--- src/rtl/alu_req_scheduler_pkg.sv ---
// Purpose : shared op codes, FSM state encoding and result packing for the ALU request scheduler.
// Latency : n/a (types, constants and a pure function only).
// Backpressure: n/a.
package alu_req_scheduler_pkg;

  // Width of the shared ALU; the scheduler only supports this width.
  localparam int ALU_W = 4;

  typedef enum logic [1:0] {
    OP_ADD = 2'b00,
    OP_SUB = 2'b01,
    OP_CMP = 2'b10,
    OP_AND = 2'b11
  } alu_op_e;

  typedef enum logic [1:0] {
    ST_IDLE = 2'b00,
    ST_EXEC = 2'b01,
    ST_RESP = 2'b10
  } sched_state_e;

  // Selects the ALU output that belongs to the executed op and packs it
  // into a W+1 bit word. The top bit carries carry/borrow for add/sub.
  function automatic logic [ALU_W:0] pack_result(
      input alu_op_e          op,
      input logic             carry,
      input logic             borrow,
      input logic [ALU_W-1:0] sum,
      input logic [ALU_W-1:0] diff,
      input logic [2:0]       cmp,
      input logic [ALU_W-1:0] and_res
  );
    logic [ALU_W:0] res;
    case (op)
      OP_ADD:  res = {carry, sum};
      OP_SUB:  res = {borrow, diff};
      OP_CMP:  res = {{(ALU_W-2){1'b0}}, cmp};
      default: res = {1'b0, and_res};
    endcase
    return res;
  endfunction

endpackage

--- src/rtl/alu_req_scheduler_rr_arb2.sv ---
// Purpose : 2-way grant; a lone request wins, on contention the pointer side wins (side 0 when fixed_pr=1).
// Latency : combinational.
// Backpressure: none; the caller qualifies gnt with its own ready condition.
// Ports   : req[1:0] requests, ptr favoured side, fixed_pr forces side 0, gnt[1:0] one-hot or zero grant.
module rr_arb2 (
  input  logic [1:0] req,
  input  logic       ptr,
  input  logic       fixed_pr,
  output logic [1:0] gnt
);

  logic favour;

  always_comb begin
    favour = fixed_pr ? 1'b0 : ptr;
    gnt    = req;
    if (req == 2'b11) begin
      gnt = favour ? 2'b10 : 2'b01;
    end
  end

endmodule

--- src/rtl/alu_req_scheduler.sv ---
// Purpose : shares one 4-bit ALU between two requesters; arbitrates, drives the ALU inputs, registers the result.
// Latency : request accepted on one edge, ALU driven for the next cycle, rsp_valid high after the following edge (3 cycles/op min).
// Backpressure: one op in flight; req_ready stays 0 until the response is taken by rsp_ready.
// Ports   : clk/rst_n; req_valid/req_ready + req_op0/1, req_a0/1, req_b0/1 request side;
//           alu_s/a/b to the ALU, alu_carry/borrow/sum/diff/cmp/and back from it;
//           rsp_valid/rsp_ready + rsp_id, rsp_op, rsp_data response side.
module alu_req_scheduler
  import alu_req_scheduler_pkg::*;
#(
  parameter int W        = ALU_W,
  parameter bit FIXED_PR = 1'b0
) (
  input  logic         clk,
  input  logic         rst_n,
  // request side
  input  logic [1:0]   req_valid,
  output logic [1:0]   req_ready,
  input  logic [1:0]   req_op0,
  input  logic [1:0]   req_op1,
  input  logic [W-1:0] req_a0,
  input  logic [W-1:0] req_a1,
  input  logic [W-1:0] req_b0,
  input  logic [W-1:0] req_b1,
  // shared ALU
  output logic [1:0]   alu_s,
  output logic [W-1:0] alu_a,
  output logic [W-1:0] alu_b,
  input  logic         alu_carry,
  input  logic         alu_borrow,
  input  logic [W-1:0] alu_sum,
  input  logic [W-1:0] alu_diff,
  input  logic [2:0]   alu_cmp,
  input  logic [W-1:0] alu_and,
  // response side
  output logic         rsp_valid,
  input  logic         rsp_ready,
  output logic         rsp_id,
  output logic [1:0]   rsp_op,
  output logic [W:0]   rsp_data
);

  sched_state_e state_q;
  logic         rr_ptr_q;
  logic         id_q;
  logic [1:0]   gnt;
  logic         hs;

  rr_arb2 u_arb (
    .req      (req_valid),
    .ptr      (rr_ptr_q),
    .fixed_pr (FIXED_PR),
    .gnt      (gnt)
  );

  // Ready is only offered in IDLE. It is also gated by rst_n so that no
  // accept is advertised while reset is held, even with requests pending.
  assign req_ready = (state_q == ST_IDLE && rst_n) ? gnt : 2'b00;
  assign hs        = |(req_valid & req_ready);

  // The ALU operand registers double as the latched request: they are
  // loaded on the accept edge (so they are live exactly during EXEC) and
  // cleared again when leaving EXEC to keep the ALU inputs quiet.
  always_ff @(posedge clk or negedge rst_n) begin
    if (!rst_n) begin
      state_q   <= ST_IDLE;
      rr_ptr_q  <= 1'b0;
      id_q      <= 1'b0;
      alu_s     <= 2'b00;
      alu_a     <= '0;
      alu_b     <= '0;
      rsp_valid <= 1'b0;
      rsp_id    <= 1'b0;
      rsp_op    <= 2'b00;
      rsp_data  <= '0;
    end else begin
      case (state_q)
        ST_IDLE: begin
          if (hs) begin
            alu_s   <= gnt[1] ? req_op1 : req_op0;
            alu_a   <= gnt[1] ? req_a1  : req_a0;
            alu_b   <= gnt[1] ? req_b1  : req_b0;
            id_q    <= gnt[1];
            state_q <= ST_EXEC;
          end
        end
        ST_EXEC: begin
          rsp_data  <= pack_result(alu_op_e'(alu_s), alu_carry, alu_borrow,
                                   alu_sum, alu_diff, alu_cmp, alu_and);
          rsp_op    <= alu_s;
          rsp_id    <= id_q;
          rsp_valid <= 1'b1;
          alu_s     <= 2'b00;
          alu_a     <= '0;
          alu_b     <= '0;
          // Hand priority to the other side for the next contention.
          if (!FIXED_PR) begin
            rr_ptr_q <= ~id_q;
          end
          state_q   <= ST_RESP;
        end
        ST_RESP: begin
          if (rsp_ready) begin
            rsp_valid <= 1'b0;
            state_q   <= ST_IDLE;
          end
        end
        default: begin
          state_q <= ST_IDLE;
        end
      endcase
    end
  end

endmodule

--- config.mk ---
export PLATFORM = sky130hd
export DESIGN_NAME = alu_req_scheduler
export DESIGN_NICKNAME = d
export VERILOG_FILES = /design/src/rtl/alu_req_scheduler_pkg.sv /design/src/rtl/alu_req_scheduler_rr_arb2.sv /design/src/rtl/alu_req_scheduler.sv
export SDC_FILE = /design/constraint.sdc
export NUM_CORES = 1
export LEC_CHECK = 0
export BUFFER_PORTS_ARGS = -buffer_cell sky130_fd_sc_hd__buf_2
export CAP_MARGIN = 20
export CORE_ASPECT_RATIO = 1.2
export CORE_MARGIN = 5
export CORE_UTILIZATION = 30
export DETAILED_ROUTE_END_ITERATION = 8
export GPL_ROUTABILITY_DRIVEN = 1
export PLACE_DENSITY = 0.69
export RECOVER_POWER = 25
export SLEW_MARGIN = 40
export SYNTH_ARGS = -nofsm -noshare
export SYNTH_HDL_FRONTEND = slang
export SYNTH_SLANG_ARGS = --single-unit
export TNS_END_PERCENT = 20
--- constraint.sdc ---
create_clock -name clk -period 1.5 [get_ports clk]
set_clock_uncertainty 0.2 [all_clocks]
set_input_delay 0.225 -clock clk [delete_from_list [all_inputs] [get_ports clk]]
set_output_delay 0.225 -clock clk [all_outputs]
set_load 0.01 [all_outputs]
== Word-level counts from Yosys, hierarchy flattened ==
Cells that the tools add are included.

* Eq/ne operators: 7
* Bitwise operators: 2
* Multiplexer cells: 18
* Reduce and logical (&&, ||, !) cells: 10

{| class="wikitable"
|+ Operator list
! kind !! count
|-
| 2-to-1 mux 4 bit || 4
|-
| one-hot mux 4 bit (2 select lines) || 2
|-
| one-hot mux 5 bit (3 select lines) || 1
|-
| 2-to-1 mux 2 bit || 7
|-
| AND reduction 2 bit || 4
|-
| equality test 2 bit (second input constant) || 3
|-
| one-hot mux 2 bit (3 select lines) || 1
|-
| equality test 2 x 1 -> 1 bit (second input constant) || 2
|-
| logical NOT 2 bit || 2
|-
| inequality test 2 bit (second input constant) || 2
|-
| one-hot mux 2 bit (2 select lines) || 1
|-
| nonzero test 2 bit || 2
|-
| bitwise AND 2 bit || 1
|-
| one-hot mux 1 bit (2 select lines) || 1
|-
| OR reduction 2 bit || 1
|-
| logical AND 1 bit || 1
|-
| 2-to-1 mux 1 bit || 1
|-
| inverter 1 bit || 1
|}

* Output and inout bits: 21
* Word-level logic and storage cells: 47
* Input bits: 42
* Flip-flop bits (word level): 23

== Longest topological paths before layout ==
Gate-level depths: netlist of run 1.

* Depth in word-level cells: 7
* Gate-level depth with buffers: 5
* Gate-level depth less buffers: 5

== Modules after synthesis ==
From an unflattened synthesis of run 1, not the netlist that was laid out.

* Cells, all modules: 96
* Area total of the unflattened synthesis: 1169.9 sq um

{| class="wikitable"
|+ By module, submodules not included
! module !! cells each !! times used !! area an instance (sq um) !! seq. area each (sq um)
|-
| alu_req_scheduler || 92 || 1 || 1139.8 || 575.6
|-
| rr_arb2 || 4 || 1 || 30.0 || 0.0
|}

== Worst setup path after synthesis of run 1 ==
Ideal clock, no wire load.

* Path type: reg2reg
* Start point: register alu_s[0]
* End point: register rsp_data[0]
* Required time: 1.175 ns
* Period minus slack after synthesis: 1.596 ns
* Arrival: 1.271 ns
* Setup slack: -0.096 ns
* Path buffers: 1
* Cell stages (with the launch flop): 4
* Setup time: 0.125 ns
* Cells stage by stage: dfrtp_1 buf_6 mux4_2 mux2_2

* Word-level cells in the longest chain between the ends: 2
* Elaborated cells on any way between the ends: 4
* Classes of those cells: eq/ne: 2; mux: 1; reduce/logical: 1

{| class="wikitable"
|+ RTL lines
! item !! RTL line !! RTL
|-
| start, declared || alu_req_scheduler.sv:25 || <nowiki>output logic [1:0] alu_s,</nowiki>
|-
| start signal, assigned || alu_req_scheduler.sv:79 || <nowiki>alu_s <= gnt[1] ? req_op1 : req_op0;</nowiki>
|-
| equality test 2 bit, or another cell as far along || alu_req_scheduler_pkg.sv:34 || <nowiki>case (op)</nowiki>
|-
| one-hot mux 5 bit (3 select lines) * || alu_req_scheduler_pkg.sv:34 ||
|-
| end signal, assigned || alu_req_scheduler.sv:87 || <nowiki>rsp_data <= pack_result(alu_op_e'(alu_s), alu_carry, alu_borrow,</nowiki>
|-
| end, declared || alu_req_scheduler.sv:39 || <nowiki>output logic [W:0] rsp_data</nowiki>
|}

Every way passes the cells marked *; elsewhere a longest branch is shown, timed or not.
A chain may end at the register's enable or synchronous reset.

== Worst setup path after layout of run 1 ==
* Start point: register state_q[0]
* End point: output req_ready[0]

* Word-level cells in the longest chain between the ends: 3

{| class="wikitable"
|+ RTL lines
! item !! RTL line !! RTL
|-
| start, declared || alu_req_scheduler.sv:42 || <nowiki>sched_state_e state_q;</nowiki>
|-
| start signal, assigned || alu_req_scheduler.sv:65 || <nowiki>state_q <= ST_IDLE;</nowiki>
|-
| start signal, assigned || alu_req_scheduler.sv:83 || <nowiki>state_q <= ST_EXEC;</nowiki>
|-
| start signal, assigned || alu_req_scheduler.sv:99 || <nowiki>state_q <= ST_RESP;</nowiki>
|-
| logical NOT 2 bit || alu_req_scheduler.sv:57 || <nowiki>assign req_ready = (state_q == ST_IDLE && rst_n) ? gnt : 2'b00;</nowiki>
|-
| logical AND 1 bit || alu_req_scheduler.sv:57 ||
|-
| 2-to-1 mux 2 bit || alu_req_scheduler.sv:57 ||
|-
| end, declared || alu_req_scheduler.sv:17 || <nowiki>output logic [1:0] req_ready,</nowiki>
|}

No other way between the ends.

==> flow_metrics.env, run 1 <==
export IMPL_cp_end_kind="output port"
export IMPL_synth_xor_area_share_pct=0
export IMPL_required_ps=1070
export IMPL_yosys_cell_types_count=23
export IMPL_final_hold_viol_count=0
export IMPL_nets=218
export IMPL_firstDrtPassIters=2
export IMPL_portBuffers=62
export IMPL_clock_latency_ps=260
export IMPL_setup_violations=5
export IMPL_violations="setup timing"
export IMPL_synth_compound_area_share_pct=11.3
export IMPL_drtIter0Drc=15
export IMPL_crit_path_start_kind="register"
export IMPL_gp_congestion=0.809
export IMPL_synth_top_family_by_area="multiplexers"
export IMPL_yosys_warnings=0
export IMPL_maxCapViolations=0
export IMPL_synth_top_area_share_pct=52.0
export IMPL_max_slew_margin_pct=60.9
export IMPL_dominantRegCellSynth="dfrtp_1"
export IMPL_synth_edf_count=0
export IMPL_synth_area_per_cell_um2=11.4
export IMPL_syn2layout_area_growth_pct=54.2
export IMPL_pin_count=63
export IMPL_fin_util_pct=47.3
export IMPL_synth_common_cells="dfrtp_1, mux2i_1, o21ai_0"
export IMPL_fill_cells=365
export IMPL_drive_above_1_share_pct=58.9
export IMPL_seq_area_frac_synth_pct=52.0
export IMPL_ys_seq_elements=23
export IMPL_diodes=0
export IMPL_core_mm2=0.00360
export IMPL_overflow=0
export IMPL_cts_tree="yes"
export IMPL_cp_slowest_stage_delay_ps=400
export IMPL_numCtsBuffers=3
export IMPL_synth_area_top_cells="dfrtp_1, mux2i_1, mux2_2"
export IMPL_grtUsageMet3_pct=1.77
export IMPL_synthMuxAreaShare_pct=22.2
export IMPL_die_height_um=76.5
export IMPL_rsz0062_at_grt="yes"
export IMPL_cts_sinks=23
export IMPL_via_count=1004
export IMPL_cp_cell_sequence="nor3b_2, nand2_1, a21oi_2, buf_2"
export IMPL_synthSimpleGateAreaFrac_pct=10.5
export IMPL_hold_class="in -> reg"
export IMPL_worstSetupPathType="reg -> out"
export IMPL_finalWirelength_um=2940
export IMPL_leakage_uw=0.000900
export IMPL_cts_root_buf="clkbuf_8"
export IMPL_status="complete, but fails checks"
export IMPL_die_area_mm2=0.00501
export IMPL_start_util_pct=30.7
export IMPL_cp_arrival_ps=1250
export IMPL_ant_nets=0
export IMPL_grt_max_degree=24
export IMPL_reg2reg_depth=2
export IMPL_antenna_found_initial=0
export IMPL_wire_per_inst_um=13.7
export IMPL_top_usage_layer="met2"
export IMPL_period_share_pct=112
export IMPL_fp_row_count=24
export IMPL_grt_pass1_vias=1022
export IMPL_dpl_hpwl_um=2340
export IMPL_reg2reg_from="alu_s[0]"
export IMPL_drc=0
export IMPL_hold_start="req_b1[0]"
export IMPL_postSynth_asyncResetShare_pct=100
export IMPL_hold_path_endpoint="alu_b[0]"
export IMPL_crit_fanout=3
export IMPL_viasPerCell=4.69
export IMPL_timing_fmax_ghz=0.596
export IMPL_min_period_ps=1680
export IMPL_holdPathStages=3
export IMPL_syn_inst=97
export IMPL_gr_usage_met2_pct=21.3
export IMPL_synthAdderAreaFrac_pct=0
export IMPL_slew_violations=0
export IMPL_worst_slew_pin_slew_ps=587
export IMPL_mappedNetlistNets=139
export IMPL_grtUsageTotal_pct=11.7
export IMPL_ir_drop_uv=636
export IMPL_cts_max_level=1
export IMPL_fp_dieW_um=65.4
export IMPL_synthesis_area_mm2=0.00111
export IMPL_clock_tree_buffer_depth=2
export IMPL_worst_slack_ps=-177
export IMPL_finalSetupTns_ps=-379
export IMPL_p_per_area_mw_per_mm2=1580
export IMPL_rrSetupSlack_ps=-20
export IMPL_synth_top_cell_by_area="dfrtp_1"
export IMPL_critPathSlowestCell="dfrtp_1"
export IMPL_synth_most_common_cell="dfrtp_1"
export IMPL_reg2reg_to="rsp_data[1]"
export IMPL_globalRouteMet1Util_pct=12.9
export IMPL_path_clk_slew_ps=80
export IMPL_grt_pass1_wl_um=4620
## timing repair
item,4_1_cts,5_1_grt
gates resized for setup,1,21
hold buffers,4,0
endpoints found under the hold margin,26,0
setup buffers,2,1
endpoints found under the setup margin,5,18
pin swaps,2,11
## final cells by class
class | instances | area (µm²) | area share (%)
Clock buffer | 4 | 45.0 | 2.64
Inverter | 3 | 11.3 | 0.660
Tap cell | 39 | 48.8 | 2.86
Timing Repair Buffer | 80 | 478 | 28.0
Multi-Input combinational cell | 65 | 546 | 32.0
Sequential cell | 23 | 577 | 33.8
## kinds of logic after synthesis
family / count (synthesis)
AO/OA/AOI/OAI: 23
flip-flops: 23
AND/OR/NAND/NOR: 22
multiplexers: 20
buffers and inverters: 9
## power breakdown
group          internal (µW)  leakage [µW]  switching, µW  total [µW]
Combinational            678      0.000592            577        1260
Sequential               886      0.000285            174        1060
Clock                    189     0.0000228            192         381
## routing by layer
layer,part of all wire [%],vias up
met4,1.2,0
li1,-,501
met3,5.6,2
met1,36,472
met5,0,-
met2,57,29
## flip-flops by register name, summed over array words and instances (netlist names)
signal,cells
rsp_id,1
rsp_valid,1
alu_b,4
id_q,1
rsp_op,2
alu_a,4
state_q,2
rr_ptr_q,1
rsp_data,5
alu_s,2
## metrics by stage
| step | instances | hold slack (ps) | cell area, µm² | total power (µW) | setup WS [ps] |
|---|---|---|---|---|---|
| after floorplan | 97 | -271 | 1110 | 1700 | -95.5 |
| final | 214 | 26.6 | 1710 | 2700 | -177 |
| after global routing | 214 | 33.9 | 1710 | 2900 | -290 |
| after detailed placement | 204 | 46.6 | 1550 | 2240 | -75.0 |
| after CTS | 213 | 32.6 | 1640 | 2660 | -179 |
| after global placement | 204 | 52.1 | 1550 | 2210 | -35.2 |
## layout by cell type, fill, tap and decap left out, drive strengths merged
cell         synthesis  layout
mux2                 6       6
nand2                7       7
nand3                8       8
mux4                 3       3
nand2b               3       3
dfrtp               23      23
clkbuf               3       5
o31ai                1       1
mux2i               11      11
buf                  3      75
inv                  3       3
o21ai               13      13
a21oi                7       7
nor2                 1       1
nor3b                1       1
and3                 1       1
a31oi                1       1
and2                 1       1
a21o                 1       1
dlygate4sd3          0       4
## worst max-delay path by stage
stage                         endpoint  slack (ps)       start  cells after the start
after floorplan            rsp_data[0]        -100    alu_s[0]                      3
after global placement     rsp_data[0]         -40    alu_s[0]                      2
after detailed placement   rsp_data[1]         -70    alu_s[0]                      2
after CTS                 req_ready[0]        -180  state_q[1]                      4
after global routing      req_ready[0]        -290  state_q[0]                      4
final                     req_ready[0]        -180  state_q[0]                      4
## critical path: cells and delay by family, from the launching register on
| family | cells | cell delay (ps) |
|---|---|---|
| AND/OR/NAND/NOR | 2 | 350 |
| AO/OA/AOI/OAI | 1 | 110 |
| buffers and inverters | 1 | 130 |
| flip-flops | 1 | 400 |
Note: power is estimated with default switching activity, not from simulation.
==> run 2: changes to the inputs <==
==> constraint.sdc (replaced) <==
create_clock -name clk -period 1.5 [get_ports clk]
set_clock_uncertainty 0.2 [all_clocks]
set_input_delay 0.15 -clock clk [delete_from_list [all_inputs] [get_ports clk]]
set_output_delay 0.15 -clock clk [all_outputs]
set_load 0.01 [all_outputs]
==> flow_metrics.env, run 2 (synthesis gave the netlist of run 1 again) <==
export IMPL_status="complete, but fails checks"
export IMPL_violations="hold timing, setup timing"
export IMPL_dr_wl_met2_um=1810
export IMPL_overflow=0
export IMPL_core_mm2=0.00360
export IMPL_final_cell_mix="buf_2, dfrtp_1, dlygate4sd3_1, mux2i_1, buf_4"
export IMPL_final_hold_viol_count=1
export IMPL_finalSetupTns_ps=-224
export IMPL_regMostFlops="rsp_data"
export IMPL_top_layer="met4"
export IMPL_largest_reg_flops=5
export IMPL_fin_util_pct=52.4
export IMPL_worst_slack_ps=-89.1
export IMPL_wire_per_inst_um=14.1
export IMPL_pwr_share_seq_pct=38.6
export IMPL_final_common_cell="buf_2"
export IMPL_internal_power_uw=1810
export IMPL_syn2layout_area_growth_pct=70.7
export IMPL_finalWirelength_um=3230
export IMPL_cts_sinks=23
export IMPL_die_height_um=76.5
export IMPL_crit_fanout=3
export IMPL_period_share_pct=106
export IMPL_p_per_area_mw_per_mm2=1460
export IMPL_drtIter0Drc=17
export IMPL_wl_met1_um=1180
export IMPL_cts_max_level=1
export IMPL_cts_root_buf="clkbuf_8"
export IMPL_slew_violations=0
export IMPL_timing_fmax_ghz=0.629
export IMPL_dr_wl_met3_um=159
export IMPL_cp_arrival_ps=1240
export IMPL_rsz0062_at_grt="yes"
export IMPL_cp_end_kind="output port"
export IMPL_fp_dieW_um=65.4
export IMPL_grt_pass1_vias=1175
export IMPL_worst_slew_pin_slew_ps=568
export IMPL_worstSetupPathType="reg -> out"
export IMPL_clkPwrFrac_pct=13.6
export IMPL_antenna_found_initial=0
export IMPL_numCtsBuffers=3
export IMPL_max_slew_margin_pct=62.2
export IMPL_via_count=1086
export IMPL_required_ps=1150
export IMPL_crit_path_start_kind="register"
export IMPL_ir_drop_uv=601
export IMPL_hold_class="in -> reg"
export IMPL_path_clk_slew_ps=80
export IMPL_clock_tree_buffer_depth=2
export IMPL_portBuffers=62
export IMPL_whs_ps=-21.5
export IMPL_setup_violations=5
export IMPL_min_period_ps=1590
export IMPL_fill_cells=318
export IMPL_start_util_pct=30.7
export IMPL_die_area_mm2=0.00501
export IMPL_grtUsageTotal_pct=13.1
export IMPL_grt_pass1_wl_um=5130
export IMPL_dpl_hpwl_um=2290
export IMPL_drive_above_1_share_pct=54.7
export IMPL_diodes=0
export IMPL_firstDrtPassIters=4
export IMPL_nets=233
export IMPL_cts_tree="yes"
export IMPL_fp_row_count=24
export IMPL_grt_max_degree=24
export IMPL_drc=0
export IMPL_viasPerCell=4.74
export IMPL_ant_nets=0
export IMPL_top_regs="rsp_data x5, alu_a x4, alu_b x4"
export IMPL_clock_latency_ps=250
export IMPL_power_switching_uw=956
export IMPL_maxCapViolations=0
export IMPL_pin_count=63
export IMPL_combinationalPowerShare_pct=47.8
export IMPL_power_share_switching_pct=34.6
export IMPL_gp_congestion=0.789
export IMPL_leakage_uw=0.000978
[run 2: changes by cell type in the layout (fill, tap and decap cells not counted), sizes merged]
cell,delta
dlygate4sd3,+15
buf,-2
clkbuf,+2
[run 2: per-layer routing]
| metal | track usage [%] | vias up |
|---|---|---|
| met4 | 6.64 | 0 |
| met1 | 13.8 | 516 |
| met5 | 0 | - |
| li1 | - | 531 |
| met2 | 24.1 | 33 |
| met3 | 2.06 | 6 |
[run 2: worst max-delay path, cell delays in order (launching register included)]
cell and delay, ps:
dfrtp_1 400, nor3b_2 230, nand2_1 120, a21oi_2 110, buf_2 130
[run 2: power by group through the flow]
| stage | clock [µW] | sequential [µW] | combinational, µW |
|---|---|---|---|
| 2_1_floorplan | 0 | 1140 | 558 |
| 3_3_place_gp | 0 | 1060 | 1140 |
| 3_5_place_dp | 0 | 1070 | 1150 |
| 4_1_cts | 393 | 1060 | 1210 |
| 5_1_grt | 405 | 1110 | 1440 |
| 6_report | 375 | 1070 | 1320 |
[run 2: path summary, 6_finish.rpt]
path,startpoint,end,slack (ps),depth (start not counted)
setup reg to reg,alu_s[0],rsp_data[1],-30,2
max in group asynchronous,rst_n,alu_s[0],350,3
hold reg to reg,rsp_data[4],rsp_data[4],280,2
min in group asynchronous,rst_n,alu_a[0],340,3
setup / recovery,state_q[0],req_ready[0],-90,4
hold / removal,req_a0[1],alu_a[1],-20,3
[run 2: per-stage QoR]
stage | instances | setup slack [ps] | cell area [µm²] | total power (µW)
2_1_floorplan | 97 | -95.5 | 1110 | 1700
3_3_place_gp | 202 | -36.3 | 1530 | 2190
3_5_place_dp | 202 | -92.5 | 1530 | 2220
4_1_cts | 226 | -116 | 1770 | 2660
5_1_grt | 229 | -196 | 1890 | 2960
6_report | 229 | -89.1 | 1890 | 2760
[run 2: cell type report]
type                       count  area [µm²]  share of cell area, %
timing repair buffer          95         644                   34.1
inverter                       3        11.3                  0.596
tap                           39        48.8                   2.58
multi-input combinational     65         562                   29.8
sequential                    23         577                   30.6
clock buffer                   4        45.0                   2.39
[run 2: repair_timing]
item,4_1_cts,5_1_grt
resized for setup,1,24
endpoints found under the hold margin,33,1
pin swaps,2,12
hold buffers,18,1
cloned,0,1
setup endpoints to repair,5,18
buffers inserted,3,1
==> run 3: changes to the inputs <==
Settings changed: SKIP_CTS_REPAIR_TIMING set to 1.
==> flow_metrics.env, run 3 (synthesis gave the netlist of run 1 again) <==
export IMPL_wire_per_inst_um=13.3
export IMPL_fill_cells=344
export IMPL_period_share_pct=113
export IMPL_rsz0062_at_grt="yes"
export IMPL_rrSetupSlack_ps=-30
export IMPL_pre_cts_ws_ps=-92.5
export IMPL_cts_root_buf="clkbuf_8"
export IMPL_status="complete, but fails checks"
export IMPL_cp_slowest_stage_delay_ps=430
export IMPL_drive_above_1_share_pct=52.5
export IMPL_critPathSlowestCell="dfrtp_2"
export IMPL_ant_nets=0
export IMPL_viasPerCell=4.67
export IMPL_largest_reg_flops=5
export IMPL_crit_fanout=4
export IMPL_grtUsageTotal_pct=11.3
export IMPL_crit_path_start_kind="register"
export IMPL_final_hold_viol_count=6
export IMPL_multiInputGateArea_um2=503
export IMPL_syn2layout_area_growth_pct=54.8
export IMPL_drc=0
export IMPL_slew_violations=0
export IMPL_regMostFlops="rsp_data"
export IMPL_worstSetupPathType="reg -> out"
export IMPL_portBuffers=62
export IMPL_top_regs="rsp_data x5, alu_a x4, alu_b x4"
export IMPL_final_common_cell="buf_2"
export IMPL_violations="hold timing, setup timing"
export IMPL_dpl_hpwl_um=2290
export IMPL_cts_sinks=23
export IMPL_core_mm2=0.00360
export IMPL_via_count=1017
export IMPL_clock_latency_ps=250
export IMPL_grt_pass1_wl_um=4440
export IMPL_cp_end_kind="output port"
export IMPL_timing_fmax_ghz=0.590
export IMPL_numCtsBuffers=3
export IMPL_worst_slack_ps=-194
export IMPL_drtIter0Drc=10
export IMPL_path_clk_slew_ps=80
export IMPL_fp_dieW_um=65.4
export IMPL_start_util_pct=30.7
export IMPL_antenna_found_initial=0
export IMPL_fp_row_count=24
export IMPL_overflow=0
export IMPL_nets=222
export IMPL_hold_class="in -> reg"
export IMPL_die_height_um=76.5
export IMPL_final_seq_area_um2=578
export IMPL_finalWirelength_um=2910
export IMPL_whs_ps=-23.2
export IMPL_min_period_ps=1690
export IMPL_fin_util_pct=47.5
export IMPL_required_ps=1150
export IMPL_leakage_uw=0.000904
export IMPL_cts_max_level=1
export IMPL_cp_cell_sequence="nor3b_2, buf_4, nand2_4, a21oi_2, buf_2"
export IMPL_clock_tree_buffer_depth=2
export IMPL_pin_count=63
export IMPL_p_per_area_mw_per_mm2=1530
export IMPL_diodes=0
export IMPL_maxCapViolations=0
export IMPL_ir_drop_uv=613
export IMPL_die_area_mm2=0.00501
export IMPL_grt_max_degree=24
export IMPL_max_slew_margin_pct=62.1
export IMPL_cts_tree="yes"
export IMPL_firstDrtPassIters=3
export IMPL_finalSetupTns_ps=-444
export IMPL_grt_pass1_vias=1018
export IMPL_cp_arrival_ps=1340
export IMPL_gp_congestion=0.789
export IMPL_setup_violations=6
export IMPL_final_cell_mix="buf_2, dfrtp_1, mux2i_1, o21ai_0, buf_4"
export IMPL_worst_slew_pin_slew_ps=568
## run 3: cell type report
type / count / share of cell area (%)
flip-flops and latches: 23 / 33.8
repair buffers: 84 / 30.7
multi-input cells: 65 / 29.4
well taps: 39 / 2.85
clock buffers: 4 / 2.63
inverters: 3 / 0.658
## run 3: path summary, 6_finish.rpt
kind,from,to,depth (start not counted)
setup reg to reg,alu_s[0],rsp_data[1],2
hold reg to reg,rsp_data[4],rsp_data[4],2
hold / removal,req_a1[0],alu_a[0],3
max in group asynchronous,rst_n,alu_s[0],3
setup / recovery,state_q[1],req_ready[0],5
min in group asynchronous,rst_n,alu_a[0],3
## run 3: worst max-delay path, delay by kind of cell, from the launching register on
family                 cells  cell delay (ps)
AOI/OAI and AO/OA          1              100
buffers and inverters      2              300
DFF                        1              430
and+or+nand+nor            2              260
## run 3: report_power, final
part	switching, µW	internal (µW)	leakage [µW]
clock network	187	189	0.0000228
logic	544	650	0.000598
registers	169	887	0.000283
## run 3: through the flow
step           power (µW)  std cells  hold WS (ps)  instance area, µm²
2_1_floorplan        1700         97          -346                1110
3_3_place_gp         2190        202         -24.5                1530
3_5_place_dp         2220        202         -25.8                1530
4_1_cts              2600        206          -306                1580
5_1_grt              2820        218          4.11                1710
6_report             2630        218         -23.2                1710
## run 3: per-layer routing
layer	up-vias	global-route usage [%]	routed length, µm
li1	509	-	-
met1	477	12.6	1120
met2	29	20.5	1580
met3	2	1.77	172
met4	0	4.98	41
met5	-	0	0
